`src/rtl/fetch_stage.sv`:
```
// fetch_stage: PC, one-at-a-time word fetch from imem, 1-entry skid and IF/ID register feeding decode.
// Latency: an imem response in cycle N is on o_inst in cycle N+1; the next request is visible no earlier than N+1.
// Backpressure: i_stall freezes IF/ID; one returning word parks in the skid and no request issues while it is full.
module fetch_stage #(
  parameter logic [15:0] RESET_PC = 16'h0000,
  parameter logic [15:0] NOP_INST = 16'h0000
) (
  input  logic        i_clk,
  input  logic        i_rst_n,
  input  logic        i_stall,
  input  logic        i_br_taken,
  input  logic [15:0] i_br_target,
  input  logic        i_halt,
  output logic        o_imem_req,
  output logic [15:0] o_imem_addr,
  input  logic        i_imem_valid,
  input  logic [15:0] i_imem_rdata,
  output logic [15:0] o_inst,
  output logic [15:0] o_inst_pc,
  output logic        o_inst_valid,
  output logic        o_halted
);

  typedef enum logic {ST_RUN = 1'b0, ST_HALTED = 1'b1} state_t;

  state_t      r_state;
  logic [15:0] r_pc;
  logic        r_req;
  logic [15:0] r_addr;
  logic [15:0] r_inst;
  logic [15:0] r_inst_pc;
  logic        r_inst_vld;
  logic        r_skid_vld;
  logic [15:0] r_skid_dat;
  logic [15:0] r_skid_pc;
  logic        r_out;
  logic        r_disc;
  logic        r_halted;

  logic        w_resp;
  logic        w_word;
  logic        w_busy;
  logic        w_issue;
  logic [15:0] w_pc_inc;
  logic [15:0] w_issue_addr;

  // A response only counts while a request is outstanding; stray strobes are ignored.
  assign w_resp       = i_imem_valid && r_out;
  assign w_word       = w_resp && !r_disc;
  assign w_busy       = r_out && !w_resp;
  assign w_pc_inc     = r_pc + 16'd1;
  // Issue in the same cycle the previous word returns, using the already-advanced PC.
  assign w_issue      = (r_state == ST_RUN) && !i_br_taken && !i_halt && !i_stall &&
                        !r_skid_vld && !w_busy;
  assign w_issue_addr = w_word ? w_pc_inc : r_pc;

  // Fetch FSM with PC, request, skid and IF/ID registers; redirect beats halt, halt beats stall.
  always_ff @(posedge i_clk or negedge i_rst_n) begin
    if (!i_rst_n) begin
      r_state    <= ST_RUN;
      r_pc       <= RESET_PC;
      r_req      <= 1'b0;
      r_addr     <= 16'h0000;
      r_inst     <= NOP_INST;
      r_inst_pc  <= 16'h0000;
      r_inst_vld <= 1'b0;
      r_skid_vld <= 1'b0;
      r_skid_dat <= 16'h0000;
      r_skid_pc  <= 16'h0000;
      r_out      <= 1'b0;
      r_disc     <= 1'b0;
      r_halted   <= 1'b0;
    end else begin
      r_req <= 1'b0;
      r_out <= w_busy;
      if (r_state == ST_HALTED) begin
        // Parked: late responses only retire the outstanding flag.
        r_halted <= 1'b1;
      end else if (i_br_taken) begin
        r_pc       <= i_br_target;
        r_inst     <= NOP_INST;
        r_inst_vld <= 1'b0;
        r_skid_vld <= 1'b0;
        r_disc     <= w_busy;
      end else if (i_halt) begin
        r_state    <= ST_HALTED;
        r_halted   <= 1'b1;
        r_inst     <= NOP_INST;
        r_inst_vld <= 1'b0;
        r_skid_vld <= 1'b0;
        r_disc     <= w_busy;
      end else begin
        if (w_resp) r_disc <= 1'b0;
        if (w_word) r_pc <= w_pc_inc;
        if (i_stall) begin
          if (w_word && !r_inst_vld) begin
            r_inst     <= i_imem_rdata;
            r_inst_pc  <= r_pc;
            r_inst_vld <= 1'b1;
          end else if (w_word) begin
            r_skid_vld <= 1'b1;
            r_skid_dat <= i_imem_rdata;
            r_skid_pc  <= r_pc;
          end
        end else if (r_skid_vld) begin
          r_inst     <= r_skid_dat;
          r_inst_pc  <= r_skid_pc;
          r_inst_vld <= 1'b1;
          r_skid_vld <= 1'b0;
        end else if (w_word) begin
          r_inst     <= i_imem_rdata;
          r_inst_pc  <= r_pc;
          r_inst_vld <= 1'b1;
        end else begin
          r_inst     <= NOP_INST;
          r_inst_vld <= 1'b0;
        end
        if (w_issue) begin
          r_req  <= 1'b1;
          r_addr <= w_issue_addr;
          r_out  <= 1'b1;
        end
      end
    end
  end

  assign o_imem_req   = r_req;
  assign o_imem_addr  = r_addr;
  assign o_inst       = r_inst;
  assign o_inst_pc    = r_inst_pc;
  assign o_inst_valid = r_inst_vld;
  assign o_halted     = r_halted;

endmodule

```
`config.mk`:
```
export PLATFORM = sky130hd
export DESIGN_NAME = fetch_stage
export DESIGN_NICKNAME = d
export VERILOG_FILES = /design/src/rtl/fetch_stage.sv
export SDC_FILE = /design/constraint.sdc
export NUM_CORES = 1
export LEC_CHECK = 0
export ABC_AREA = 1
export BUFFER_PORTS_ARGS = -buffer_cell sky130_fd_sc_hd__buf_2
export CORE_ASPECT_RATIO = 0.6
export CORE_MARGIN = 2
export CORE_UTILIZATION = 35
export DETAILED_ROUTE_END_ITERATION = 8
export SETUP_SLACK_MARGIN = 0.2
export SYNTH_ARGS = -nofsm -noshare
export SYNTH_HDL_FRONTEND = slang
export SYNTH_SLANG_ARGS = --single-unit
```
`constraint.sdc`:
```
create_clock -name i_clk -period 1.3 [get_ports i_clk]
set_input_delay 0.065 -clock i_clk [delete_from_list [all_inputs] [get_ports i_clk]]
set_output_delay 0.065 -clock i_clk [all_outputs]
set_load 0.02 [all_outputs]
```
==> results.md <==
- Placed instance area: 5983 um^2
- Total of fill cells in the finished design: 1200
- Layout-stage area growth over the synthesis result: 52.43%
- Wire length of the first global-routing pass: 23290 um
- TritonCTS buffer count: 9
- Top area cells in the synthesized netlist: sky130_fd_sc_hd__dfrtp_1 (52%), sky130_fd_sc_hd__nand2_1 (13%), sky130_fd_sc_hd__o21ai_0 (4.7%)
- Half-perimeter wire length after detailed placement: 9470 um
- Peak fanout along the critical path: 4
- Net switching power: 3.187 mW
- Maximum vdd drop: 0.6197 mV
- Clock Tree Buf Depth: 2
- Share of power burned in registers: 41.9%
- Final-report setup violation count: 100
- Clock tree from TritonCTS: built
- Fraction of power consumed by combinational cells: 29.0%
- Share of the synthesized area in the top cell type: 52.43%
- Width of the die: 157 um
- Outcome: finished with violations
- Worst-case setup margin in the final layout: -0.2228 ns
- Count of flip-flops with a built-in enable after synthesis: 0
- Grt ovf: 0
- Leakage Power: 3.726 nW
- Worst setup slack for register-to-register paths: -0.22 ns
- Total of buffers placed on input and output ports: 88
- Inst Count DP: 891
- Boundary Pins: 89
- Wire length after detailed routing: 15030 um
- Number of optimization iterations in the first detailed-route pass: 5
- Reported max-cap violation count: 0
- Number of nets with antenna violations after routing: 0
- Launching point of the worst reg2reg path: r_pc[0]
- Largest area contributor in the netlist: sky130_fd_sc_hd__dfrtp_1
- Top post-synthesis cells by count: sky130_fd_sc_hd__nand2_1 (166), sky130_fd_sc_hd__dfrtp_1 (103), sky130_fd_sc_hd__inv_1 (57), sky130_fd_sc_hd__nor2_1 (49), sky130_fd_sc_hd__o21ai_0 (46)
- End of the worst register-to-register path: r_pc[6]
- Post-route core utilization: 54.83%
- FMAX: 656.7 MHz
- First-iteration detailed-routing DRC count: 366
- Post-synthesis sequential element count: 103
- Critical Setup Path Class: flop to flop
- Number of distinct library cell variants in the gate-level netlist after synthesis: 36
- Clock H-tree levels: 3
- Total die area: 15040 um^2
- Compound-cell area share of the yosys netlist: 16.57%
- Net Count, Synth: 626
- Count of final hold-check violations: 0
- Unrepaired setup endpoints after global routing: true
- Async S/R FF share, synth: 100.0%
- Global-route usage over all layers: 20.24%
- Final Cell Area: 7493 um^2
- Slew Viols, Final: 0
- Share of final-layout standard cells stronger than drive strength 1: 42.69%
- Starting utilization of the core area: 35.97%
- Post-synthesis simple-gate area fraction: 21.63%
- Overall via count from detail_route: 4691
- Category of the worst setup path launch point: flop
- Final-layout worst hold slack: 0.009303 ns
- Worst-case headroom to the max-slew limit: 71.73%
- Clock group share of total power: 29.0%
- Most instantiated flip-flop cell in the synthesis netlist: sky130_fd_sc_hd__dfrtp_1
- Critical Path End Type: flop
- Antenna diodes: 0
- Overall power consumption: 9.143 mW
- Final cell count without fillers: 965
- Adder and majority cell fraction of the synthesized area: 0.2545%
- Number of global-route vias before repair: 4466
- Arrival time of the worst setup path: 1.76 ns
- Worst reg-to-reg path cell count: 8
- Insertion delay to the later sink of the worst-skew pair: 0.35 ns
- Post-Synthesis Cell Area: 4916 um^2
- Sequential element share of the synthesized area: 52.43%
- Switching Share: 34.85%
- Mean cell area of the mapped netlist: 8.375 um^2
- Internal Dissipation: 5.956 mW
- Multiplexer share of the synthesized area: 0%
- Vias per inst: 4.861
- Power density relative to cell area: 1220 nW/um^2
- Violations in the final reports: setup timing
- Post-route fraction of the period consumed by the critical path: 117.1%
- Root buffer selected by CTS: sky130_fd_sc_hd__clkbuf_16
- Main combinational cell family by area after synthesis: simple AND/OR/NAND/NOR gates
- Final-stage net count: 808
- End of the critical path: r_pc[6]
- Beginning of the critical path: r_pc[0]
- Pin count of the biggest net entering global routing: 41
- Wire length per cell: 15.57 um
- Routability congestion estimate: 0.8468
- Cell count after synthesis: 587
- TritonCTS Sinks: 103
- Period minus WS final: 1.523 ns
- Clock Pin Slew Worst Setup and Hold Paths: 0.08 ns
- Count of standard-cell rows: 33
- Die height: 95.80 um
- Path class of the lowest-slack min-delay path: input pin to flop
- Post-route DRC violation count: 0
- Number of antenna violations at the first check in global routing: 0
- Data required, critical path: 1.54 ns
- Leading cell type by number of instances after synthesis: sky130_fd_sc_hd__nand2_1
- Actual slew at the worst max-slew pin: 0.4196 ns
- YS warnings: 0
- Fraction of synthesized cell area in xor and xnor cells: 1.069%
- Placeable core region: 13670 um^2
- Clock skew after layout: 0.008698 ns
-- power groups by stage --
stage          combinational, mW  clock [mW]  sequential, mW
2_1_floorplan              0.915           0            4.03
3_3_place_gp                2.08           0            3.84
3_5_place_dp                2.11           0            3.86
4_1_cts                     2.32        2.72            3.80
5_1_grt                     2.90        2.85            3.86
6_report                    2.66        2.65            3.83
-- placed cells by master, fill, tap and decap left out, drive strengths merged --
cell type,count
nand3,20
a31oi,6
nor3,1
clkbuf,11
o32ai,1
dfrtp,103
o21a,1
nand3b,1
ha,1
or2,1
a21oi,8
o21ai,89
buf,179
dlygate4sd3,17
o22ai,15
clkinv,2
xor2,6
o211ai,12
nand4,4
o22a,1
inv,65
a21boi,1
clkinvlp,2
nand2,171
nor2,55
-- worst min-delay path by stage --
stage / start / end / cells after the start
5_1_grt: i_br_target[10] / r_pc[10] / 3
3_3_place_gp: i_rst_n / r_out / 1
3_5_place_dp: i_rst_n / o_imem_addr[6] / 1
2_1_floorplan: i_rst_n / o_halted / 0
6_report: i_br_target[7] / r_pc[7] / 3
4_1_cts: i_br_target[4] / r_pc[4] / 3
-- worst max-delay path, stage by stage (launching register included) --
cell	delay, ns
sky130_fd_sc_hd__dfrtp_1	0.42
sky130_fd_sc_hd__ha_2	0.23
sky130_fd_sc_hd__nand2_4	0.07
sky130_fd_sc_hd__nor2_4	0.13
sky130_fd_sc_hd__nand2_4	0.11
sky130_fd_sc_hd__xor2_4	0.21
sky130_fd_sc_hd__nand2_1	0.09
sky130_fd_sc_hd__nand2_1	0.08
sky130_fd_sc_hd__o21ai_1	0.06
-- layer usage --
layer / track usage (%) / vias to the layer above / routed length [um]
li1: - / 2267 / -
met1: 30.66 / 2250 / 7487
met2: 28.87 / 154 / 6274
met3: 4.638 / 20 / 993
met4: 5.352 / 0 / 269
met5: 0 / - / 0
-- flip-flops by register name (all words and copies together), names as in the netlist --
signal        flops
o_halted          1
o_imem_addr      16
o_imem_req        1
o_inst           16
o_inst_pc        16
o_inst_valid      1
r_disc            1
r_out             1
r_pc             16
r_skid_dat       16
r_skid_pc        16
r_skid_vld        1
r_state           1
-- what timing repair did --
item	in CTS	in global routing
endpoints found under the hold margin	119	0
setup buffers	19	16
gates resized for setup	78	83
hold buffers	17	0
gates cloned	5	2
pin swaps	20	31
setup endpoints to repair	101	103
-- area by class of cell --
| cell class | instances | area, um^2 | share of cell area, % |
|---|---|---|---|
| Timing Repair Buffer | 198 | 1667 | 22.24 |
| Sequential cell | 103 | 2580 | 34.43 |
| Clock buffer | 9 | 225.2 | 3.006 |
| Inverter | 63 | 254.0 | 3.390 |
| Multi-Input combinational cell | 394 | 2472 | 32.99 |
| Tap cell | 192 | 240.2 | 3.206 |
| Clock inverter | 6 | 55.05 | 0.7347 |
-- per-stage QoR --
stage / setup TNS, ns / setup slack (ns)
after floorplan: -3.030 / -0.08261
after global placement: -7.209 / -0.2516
after detailed placement: -10.67 / -0.2574
after CTS: -7.274 / -0.1181
after global routing: -20.02 / -0.2688
final: -12.84 / -0.2228
-- cell families (layout without fill, tap and decap cells) --
group | Yosys count | after routing
and+or+nand+nor | 253 | 253
AOI/OAI and AO/OA | 134 | 134
DFF | 103 | 103
buffers and inverters | 90 | 276
xor gates and xnor gates | 6 | 6
adders and majority gates | 1 | 1
Note: power is estimated with default switching activity, not from simulation.
